### src/rtl/fb_pkg.sv
// fb_pkg: shared types and constants for the framebuffer arbiter.
//   FB_AW / FB_DW : default pixel address / data widths (800x480, 24-bit RGB)
//   pixel_t       : one {R,G,B} pixel
//   arb_state_t   : arbiter FSM state encoding
package fb_pkg;

   localparam int FB_AW = 19;
   localparam int FB_DW = 24;

   typedef logic [FB_DW-1:0] pixel_t;

   typedef enum logic [1:0] {
      IDLE   = 2'd0,
      GNT_RD = 2'd1,
      GNT_WR = 2'd2
   } arb_state_t;

endpackage

### src/rtl/fb_arb_pick.sv
// fb_arb_pick: combinational priority/fairness selector.
//   rd_req, wr_req : pending requests
//   streak_full    : reads have used up their consecutive-grant allowance
//   gnt_rd, gnt_wr : one-hot (or zero) grant decision
// Reads win unless the read streak is exhausted, in which case a pending
// write is forced through.
module fb_arb_pick (
   input  logic rd_req,
   input  logic wr_req,
   input  logic streak_full,
   output logic gnt_rd,
   output logic gnt_wr
);

   assign gnt_wr = wr_req & (~rd_req | streak_full);
   assign gnt_rd = rd_req & ~gnt_wr;

endmodule

### src/rtl/fb_arbiter.sv
// fb_arbiter: shares one single-port framebuffer memory port between the
// display refresh read path and the pixel writer (pixel_clk domain).
//   pixel_clk, pixel_rst          : clock, synchronous active-high reset
//   rd_req/rd_addr -> rd_ack/rd_data      : display read port
//   wr_req/wr_addr/wr_data -> wr_ack      : pixel write port
//   mem_req/mem_we/mem_addr/mem_wdata     : registered memory request
//   mem_ack/mem_rdata                     : memory completion / read data
//   err                                   : one-cycle timeout-abort pulse
// Optional macro FB_ARB_TIMEOUT_EN: abort a transaction after TIMEOUT
// cycles without mem_ack; otherwise err is 0 and the arbiter waits forever.
//
// state  | meaning
// IDLE   | no transaction; arbitrate rd_req / wr_req each cycle
// GNT_RD | read request on the memory port, waiting for mem_ack
// GNT_WR | write request on the memory port, waiting for mem_ack
module fb_arbiter
   import fb_pkg::*;
#(
   parameter int AW           = FB_AW,
   parameter int DW           = FB_DW,
   parameter int RD_BURST_MAX = 8,
   parameter int TIMEOUT      = 255
) (
   input  logic          pixel_clk,
   input  logic          pixel_rst,
   input  logic          rd_req,
   input  logic [AW-1:0] rd_addr,
   output logic          rd_ack,
   output logic [DW-1:0] rd_data,
   input  logic          wr_req,
   input  logic [AW-1:0] wr_addr,
   input  logic [DW-1:0] wr_data,
   output logic          wr_ack,
   output logic          mem_req,
   output logic          mem_we,
   output logic [AW-1:0] mem_addr,
   output logic [DW-1:0] mem_wdata,
   input  logic          mem_ack,
   input  logic [DW-1:0] mem_rdata,
   output logic          err
);

   localparam int SW = $clog2(RD_BURST_MAX + 1);
   localparam logic [SW-1:0] STREAK_MAX = SW'(RD_BURST_MAX);

   arb_state_t    state_q, state_d;
   logic [SW-1:0] streak_q, streak_d;
   logic          mem_req_d, mem_we_d;
   logic [AW-1:0] mem_addr_d;
   logic [DW-1:0] mem_wdata_d;
   logic          streak_full;
   logic          gnt_rd, gnt_wr;

`ifdef FB_ARB_TIMEOUT_EN
   localparam int TW = $clog2(TIMEOUT + 1);
   localparam logic [TW-1:0] TMR_MAX = TW'(TIMEOUT);

   logic [TW-1:0] tmr_q, tmr_d;
   logic          err_q, err_d;

   assign err = err_q;
`else
   logic unused_timeout;

   assign unused_timeout = (TIMEOUT > 0);
   assign err            = 1'b0;
`endif

   assign streak_full = (streak_q == STREAK_MAX);

   fb_arb_pick u_pick (
      .rd_req      (rd_req),
      .wr_req      (wr_req),
      .streak_full (streak_full),
      .gnt_rd      (gnt_rd),
      .gnt_wr      (gnt_wr)
   );

   // Acks are only meaningful while a grant is outstanding; a stray mem_ack
   // in IDLE (or after a timeout abort) is dropped here.
   assign rd_ack  = (state_q == GNT_RD) & mem_ack;
   assign wr_ack  = (state_q == GNT_WR) & mem_ack;
   assign rd_data = mem_rdata;

   always_comb begin
      state_d     = state_q;
      streak_d    = streak_q;
      mem_req_d   = mem_req;
      mem_we_d    = mem_we;
      mem_addr_d  = mem_addr;
      mem_wdata_d = mem_wdata;
`ifdef FB_ARB_TIMEOUT_EN
      tmr_d       = tmr_q;
      err_d       = 1'b0;
`endif
      unique case (state_q)
         IDLE: begin
`ifdef FB_ARB_TIMEOUT_EN
            tmr_d = '0;
`endif
            if (gnt_wr) begin
               state_d     = GNT_WR;
               mem_req_d   = 1'b1;
               mem_we_d    = 1'b1;
               mem_addr_d  = wr_addr;
               mem_wdata_d = wr_data;
               streak_d    = '0;
            end else if (gnt_rd) begin
               state_d    = GNT_RD;
               mem_req_d  = 1'b1;
               mem_we_d   = 1'b0;
               mem_addr_d = rd_addr;
               // Only reads that make a waiting writer wait count toward the
               // streak; an uncontested read restarts it.
               if (!wr_req)
                  streak_d = '0;
               else if (!streak_full)
                  streak_d = streak_q + 1'b1;
            end
         end
         GNT_RD, GNT_WR: begin
            if (mem_ack) begin
               state_d   = IDLE;
               mem_req_d = 1'b0;
            end
`ifdef FB_ARB_TIMEOUT_EN
            else if (tmr_q == TMR_MAX) begin
               state_d   = IDLE;
               mem_req_d = 1'b0;
               err_d     = 1'b1;
            end else begin
               tmr_d = tmr_q + 1'b1;
            end
`endif
         end
         default: begin
            state_d   = IDLE;
            mem_req_d = 1'b0;
         end
      endcase
   end

   always_ff @(posedge pixel_clk) begin
      if (pixel_rst) begin
         state_q   <= IDLE;
         streak_q  <= '0;
         mem_req   <= 1'b0;
         mem_we    <= 1'b0;
         mem_addr  <= '0;
         mem_wdata <= '0;
`ifdef FB_ARB_TIMEOUT_EN
         tmr_q     <= '0;
         err_q     <= 1'b0;
`endif
      end else begin
         state_q   <= state_d;
         streak_q  <= streak_d;
         mem_req   <= mem_req_d;
         mem_we    <= mem_we_d;
         mem_addr  <= mem_addr_d;
         mem_wdata <= mem_wdata_d;
`ifdef FB_ARB_TIMEOUT_EN
         tmr_q     <= tmr_d;
         err_q     <= err_d;
`endif
      end
   end

endmodule

### config.mk
export PLATFORM = sky130hd
export DESIGN_NAME = fb_arbiter
export DESIGN_NICKNAME = d
export VERILOG_FILES = /design/src/rtl/fb_pkg.sv /design/src/rtl/fb_arb_pick.sv /design/src/rtl/fb_arbiter.sv
export SDC_FILE = /design/constraint.sdc
export NUM_CORES = 1
export LEC_CHECK = 0
export CORE_MARGIN = 2
export CORE_UTILIZATION = 39
export DETAILED_ROUTE_END_ITERATION = 6
export HOLD_SLACK_MARGIN = 0.12
export PLACE_DENSITY = 0.85
export SYNTH_ARGS = -nofsm -noshare
export SYNTH_HDL_FRONTEND = slang
export SYNTH_SLANG_ARGS = --single-unit
export TNS_END_PERCENT = 50
### constraint.sdc
create_clock -name pixel_clk -period 2.1 [get_ports pixel_clk]
set_clock_uncertainty 0.2 [all_clocks]
set_input_delay 0.42 -clock pixel_clk [delete_from_list [all_inputs] [get_ports pixel_clk]]
set_output_delay 0.42 -clock pixel_clk [all_outputs]
set_load 0.03 [all_outputs]
==> impl_metrics.xml <==
<?xml version="1.0" encoding="UTF-8"?>
<metrics>
  <group name="die">
    <metric name="floorplan.core_area" unit="mm^2">0.007253</metric>
    <metric name="chipWidth" unit="um">90.76</metric>
    <metric name="total_i_o_pin_count" unit="">163</metric>
    <metric name="die-height" unit="um">90.76</metric>
    <metric name="area_enclosed_by_the_die_boundary" unit="mm^2">0.008236</metric>
    <metric name="floorplan.initialDensity" unit="%">40.47</metric>
    <metric name="row_count" unit="">31</metric>
  </group>
  <group name="clock_network">
    <metric name="tritoncts_clock_tree" unit="">built</metric>
    <metric name="clk_transition_reported_paths" unit="ns">0.09</metric>
    <metric name="clk_root_buffer_cell" unit="">clkbuf_8</metric>
    <metric name="cts_stage_hold_buffer_count" unit="">0</metric>
    <metric name="clk_latency" unit="ns">0.29</metric>
    <metric name="ctsHtreeMaxLevel" unit="">2</metric>
    <metric name="cts_buffers" unit="">5</metric>
    <metric name="cts_buffer_depth" unit="">2</metric>
    <metric name="clock-sinks" unit="">51</metric>
    <metric name="cts-resized-gates" unit="">0</metric>
    <metric name="post_cts_setup_buffers" unit="">0</metric>
  </group>
  <group name="synthesis">
    <metric name="post-synth-top-area-cell" unit="">dfxtp_1</metric>
    <metric name="synth_simple_gate_area_share" unit="%">32.57</metric>
    <metric name="netlist_top_cells_area" unit="">dfxtp_1, nand2b_1, mux2i_1</metric>
    <metric name="yosys_register_bits" unit="">51</metric>
    <metric name="syn_avg_cell_area" unit="um^2">9.752</metric>
    <metric name="count_of_synthesis_stage_warnings_from_yosys" unit="">0</metric>
    <metric name="main_combinational_cell_family_by_area_after_synthesis" unit="">simple AND/OR/NAND/NOR gates</metric>
    <metric name="complex_gate_fraction_of_the_synthesized_area" unit="%">10.61</metric>
    <metric name="async_reset_ff_share" unit="%">0</metric>
    <metric name="yosysMostFrequentCell" unit="">dfxtp_1</metric>
    <metric name="synth_seq_area_share" unit="%">34.78</metric>
    <metric name="post_synth_most_frequent_cells" unit="">dfxtp_1, nand2b_1, buf_4</metric>
    <metric name="ys.flop_type" unit="">dfxtp_1</metric>
    <metric name="postSynthNetCount" unit="">397</metric>
    <metric name="post_synthesis_mux_area_share" unit="%">8.184</metric>
    <metric name="post_synth_num_cell_types" unit="">38</metric>
    <metric name="share_of_the_synthesized_netlist_area_taken_by_xor_and_xnor_gates" unit="%">0</metric>
    <metric name="synth_enable_flop_cells" unit="">0</metric>
    <metric name="synth_top_area_share" unit="%">34.78</metric>
    <metric name="post_synth_instance_area" unit="mm^2">0.002935</metric>
    <metric name="synthAdderAreaFrac" unit="%">2.131</metric>
    <metric name="post_synth_inst_count" unit="">301</metric>
  </group>
  <group name="place">
    <metric name="detailedPlacementHpwl" unit="um">4951</metric>
    <metric name="place.gp.congestion" unit="">0.8435</metric>
    <metric name="numPlacedInstances" unit="">475</metric>
    <metric name="dpl_worst_slack" unit="ns">-0.06726</metric>
    <metric name="portBuffers" unit="">113</metric>
  </group>
  <group name="sta">
    <metric name="report.final.slew_viol_count" unit="">0</metric>
    <metric name="grt_setup_unrepaired" unit="">false</metric>
    <metric name="max_freq" unit="MHz">511.1</metric>
    <metric name="finalHoldViolations" unit="">0</metric>
    <metric name="setup_viol" unit="">0</metric>
    <metric name="setup_total_negative_slack" unit="ns">0</metric>
    <metric name="period_share" unit="%">93.17</metric>
    <metric name="fin_crit" unit="ns">1.956</metric>
    <metric name="post-route-worst-setup-slack" unit="ns">0.1435</metric>
  </group>
  <group name="drt">
    <metric name="vias" unit="">2433</metric>
    <metric name="route.detailed.vias_per_inst" unit="">5.037</metric>
    <metric name="routed_wl" unit="um">6832</metric>
    <metric name="first_pass_iters" unit="">4</metric>
    <metric name="drc_errors" unit="">0</metric>
    <metric name="routedWlPerCell" unit="um">14.14</metric>
    <metric name="drt_iter0_markers" unit="">49</metric>
    <metric name="antenna_violating_nets_post_route" unit="">0</metric>
  </group>
  <group name="flow_run">
    <metric name="maxCapViolCount" unit="">0</metric>
  </group>
  <group name="power">
    <metric name="internal_power" unit="mW">1.678</metric>
    <metric name="clockPowerShare" unit="%">22.8</metric>
    <metric name="power.share.switching" unit="%">31.33</metric>
    <metric name="pwr-share-comb" unit="%">32.8</metric>
    <metric name="seqPwrFrac" unit="%">44.4</metric>
    <metric name="net-switching-power" unit="uW">765.3</metric>
    <metric name="power.ir.vdd_worst" unit="mV">0.3371</metric>
    <metric name="power_density" unit="mW/mm^2">593.4</metric>
    <metric name="leakagePower" unit="nW">1.500</metric>
  </group>
  <group name="critical_path">
    <metric name="cp.arrival" unit="ns">1.34</metric>
    <metric name="critPathSlowestCell" unit="">clkdlybuf4s50_1</metric>
    <metric name="worstPathBufferInverterCount" unit="">1</metric>
    <metric name="critical-path-top-delay-family" unit="">buffers and inverters</metric>
    <metric name="critPathLaunchType" unit="">flop</metric>
    <metric name="timing.critical_path.cells" unit="">clkdlybuf4s50_1</metric>
    <metric name="critical_path.endpoint_type" unit="">primary output</metric>
    <metric name="critPathMaxFanout" unit="">2</metric>
    <metric name="cp_num_cells" unit="">1</metric>
    <metric name="required" unit="ns">1.48</metric>
    <metric name="r2r.worst_path.cells" unit="">6</metric>
    <metric name="crit_type" unit="">flop to primary output</metric>
    <metric name="critical-path-max-stage-delay" unit="ns">0.68</metric>
  </group>
  <group name="worst_hold_path">
    <metric name="hold-path-cell-count" unit="">2</metric>
    <metric name="hold_path_class" unit="">flop to flop</metric>
  </group>
  <group name="layout">
    <metric name="drive_above_1_share" unit="%">14.32</metric>
    <metric name="antennaDiodeCount" unit="">0</metric>
    <metric name="post_layout_nonfiller_instances" unit="">483</metric>
    <metric name="layout-area-overhead-vs-synth" unit="%">40.24</metric>
    <metric name="final_nets" unit="">479</metric>
  </group>
  <group name="global_routing">
    <metric name="first_pass_grt_wire_length" unit="um">11720</metric>
    <metric name="global_route_total_usage_across_every_layer" unit="%">16.97</metric>
    <metric name="grt.overflow.total" unit="">0</metric>
    <metric name="grt_pass1_vias" unit="">2531</metric>
    <metric name="grt_antenna_before_repair" unit="">0</metric>
    <metric name="grt_start_max_net_pins" unit="">76</metric>
  </group>
  <group name="run_status">
    <metric name="status" unit="">complete, no violations</metric>
  </group>
</metrics>
-- cell usage in the layout, fill, tap and decap left out, drive strengths merged, types with 2 or more instances in the layout --
master and instances:
clkdlybuf4s50 110, dfxtp 51, nand2b 50, mux2i 24
nor2 20, and4b 19, nor4 19, a211oi 19
buf 16, a21oi 7, clkbuf 6, inv 5
nand2 5, ha 5, o21ai 5, nand3 3
and2 2, and3 2, nand4b 2
-- tightest hold or removal path, cell delays in order (launching register included) --
cell and delay, ns:
dfxtp_1 0.32, nand2b_1 0.06, mux2i_1 0.05
-- cell families (layout without fill, tap and decap cells) --
group / after synthesis / count (layout)
AOI/OAI and AO/OA: 36 / 36
adders and majority gates: 5 / 5
buffers and inverters: 56 / 139
DFF: 51 / 51
muxes: 24 / 24
other: 1 / 1
and+or+nand+nor: 128 / 128
-- state kept, by name, summed over array words and instances, names as in the netlist --
register   cells
streak_q       4
mem_wdata     24
mem_we         1
state_q        2
mem_addr      19
mem_req        1
-- final cells by class --
type | instances | area (um^2)
Inverter | 5 | 18.77
Clock inverter | 2 | 12.51
Fill cell | 639 | 3137
Clock buffer | 6 | 72.57
Sequential cell | 51 | 1021
Timing Repair Buffer | 126 | 1294
Multi-Input combinational cell | 194 | 1574
Tap cell | 99 | 123.9
-- worst paths after layout --
check,start,slack [ns],to
max reg2reg,streak_q[0]$_SDFFE_PP0P_,0.29,mem_addr[0]$_SDFFE_PP0P_
min reg2reg,mem_wdata[6]$_SDFFE_PP0P_,0.28,mem_wdata[6]$_SDFFE_PP0P_
min,mem_wdata[6]$_SDFFE_PP0P_,0.28,mem_wdata[6]$_SDFFE_PP0P_
max,mem_wdata[12]$_SDFFE_PP0P_,0.14,mem_wdata[12]
-- through the flow --
stage,util (%),power (mW),hold slack (ns),instance area (um^2)
after floorplan,-,1.637,0.2621,2935
final,56.75,2.443,0.2756,4116
after CTS,56.75,2.474,0.2840,4116
after global routing,56.75,2.573,0.3073,4116
after global placement,55.58,1.900,0.2571,4031
after detailed placement,55.58,1.913,0.2667,4031
-- layer usage --
metal,global-route usage [%],wire length (um),vias to the layer above
li1,-,-,1193
met1,20.62,2927,1128
met2,28.30,3241,97
met3,5.509,576,15
met4,5.513,88,0
met5,0,0,-
-- power by group through the flow --
stage / Sequential, mW / Clock, mW / Combinational (mW)
after floorplan: 1.25 / 0 / 0.389
after global placement: 1.11 / 0 / 0.795
after detailed placement: 1.11 / 0 / 0.804
after CTS: 1.09 / 0.581 / 0.807
after global routing: 1.09 / 0.624 / 0.854
final: 1.09 / 0.558 / 0.800
Power figures use the tool's default switching activity.
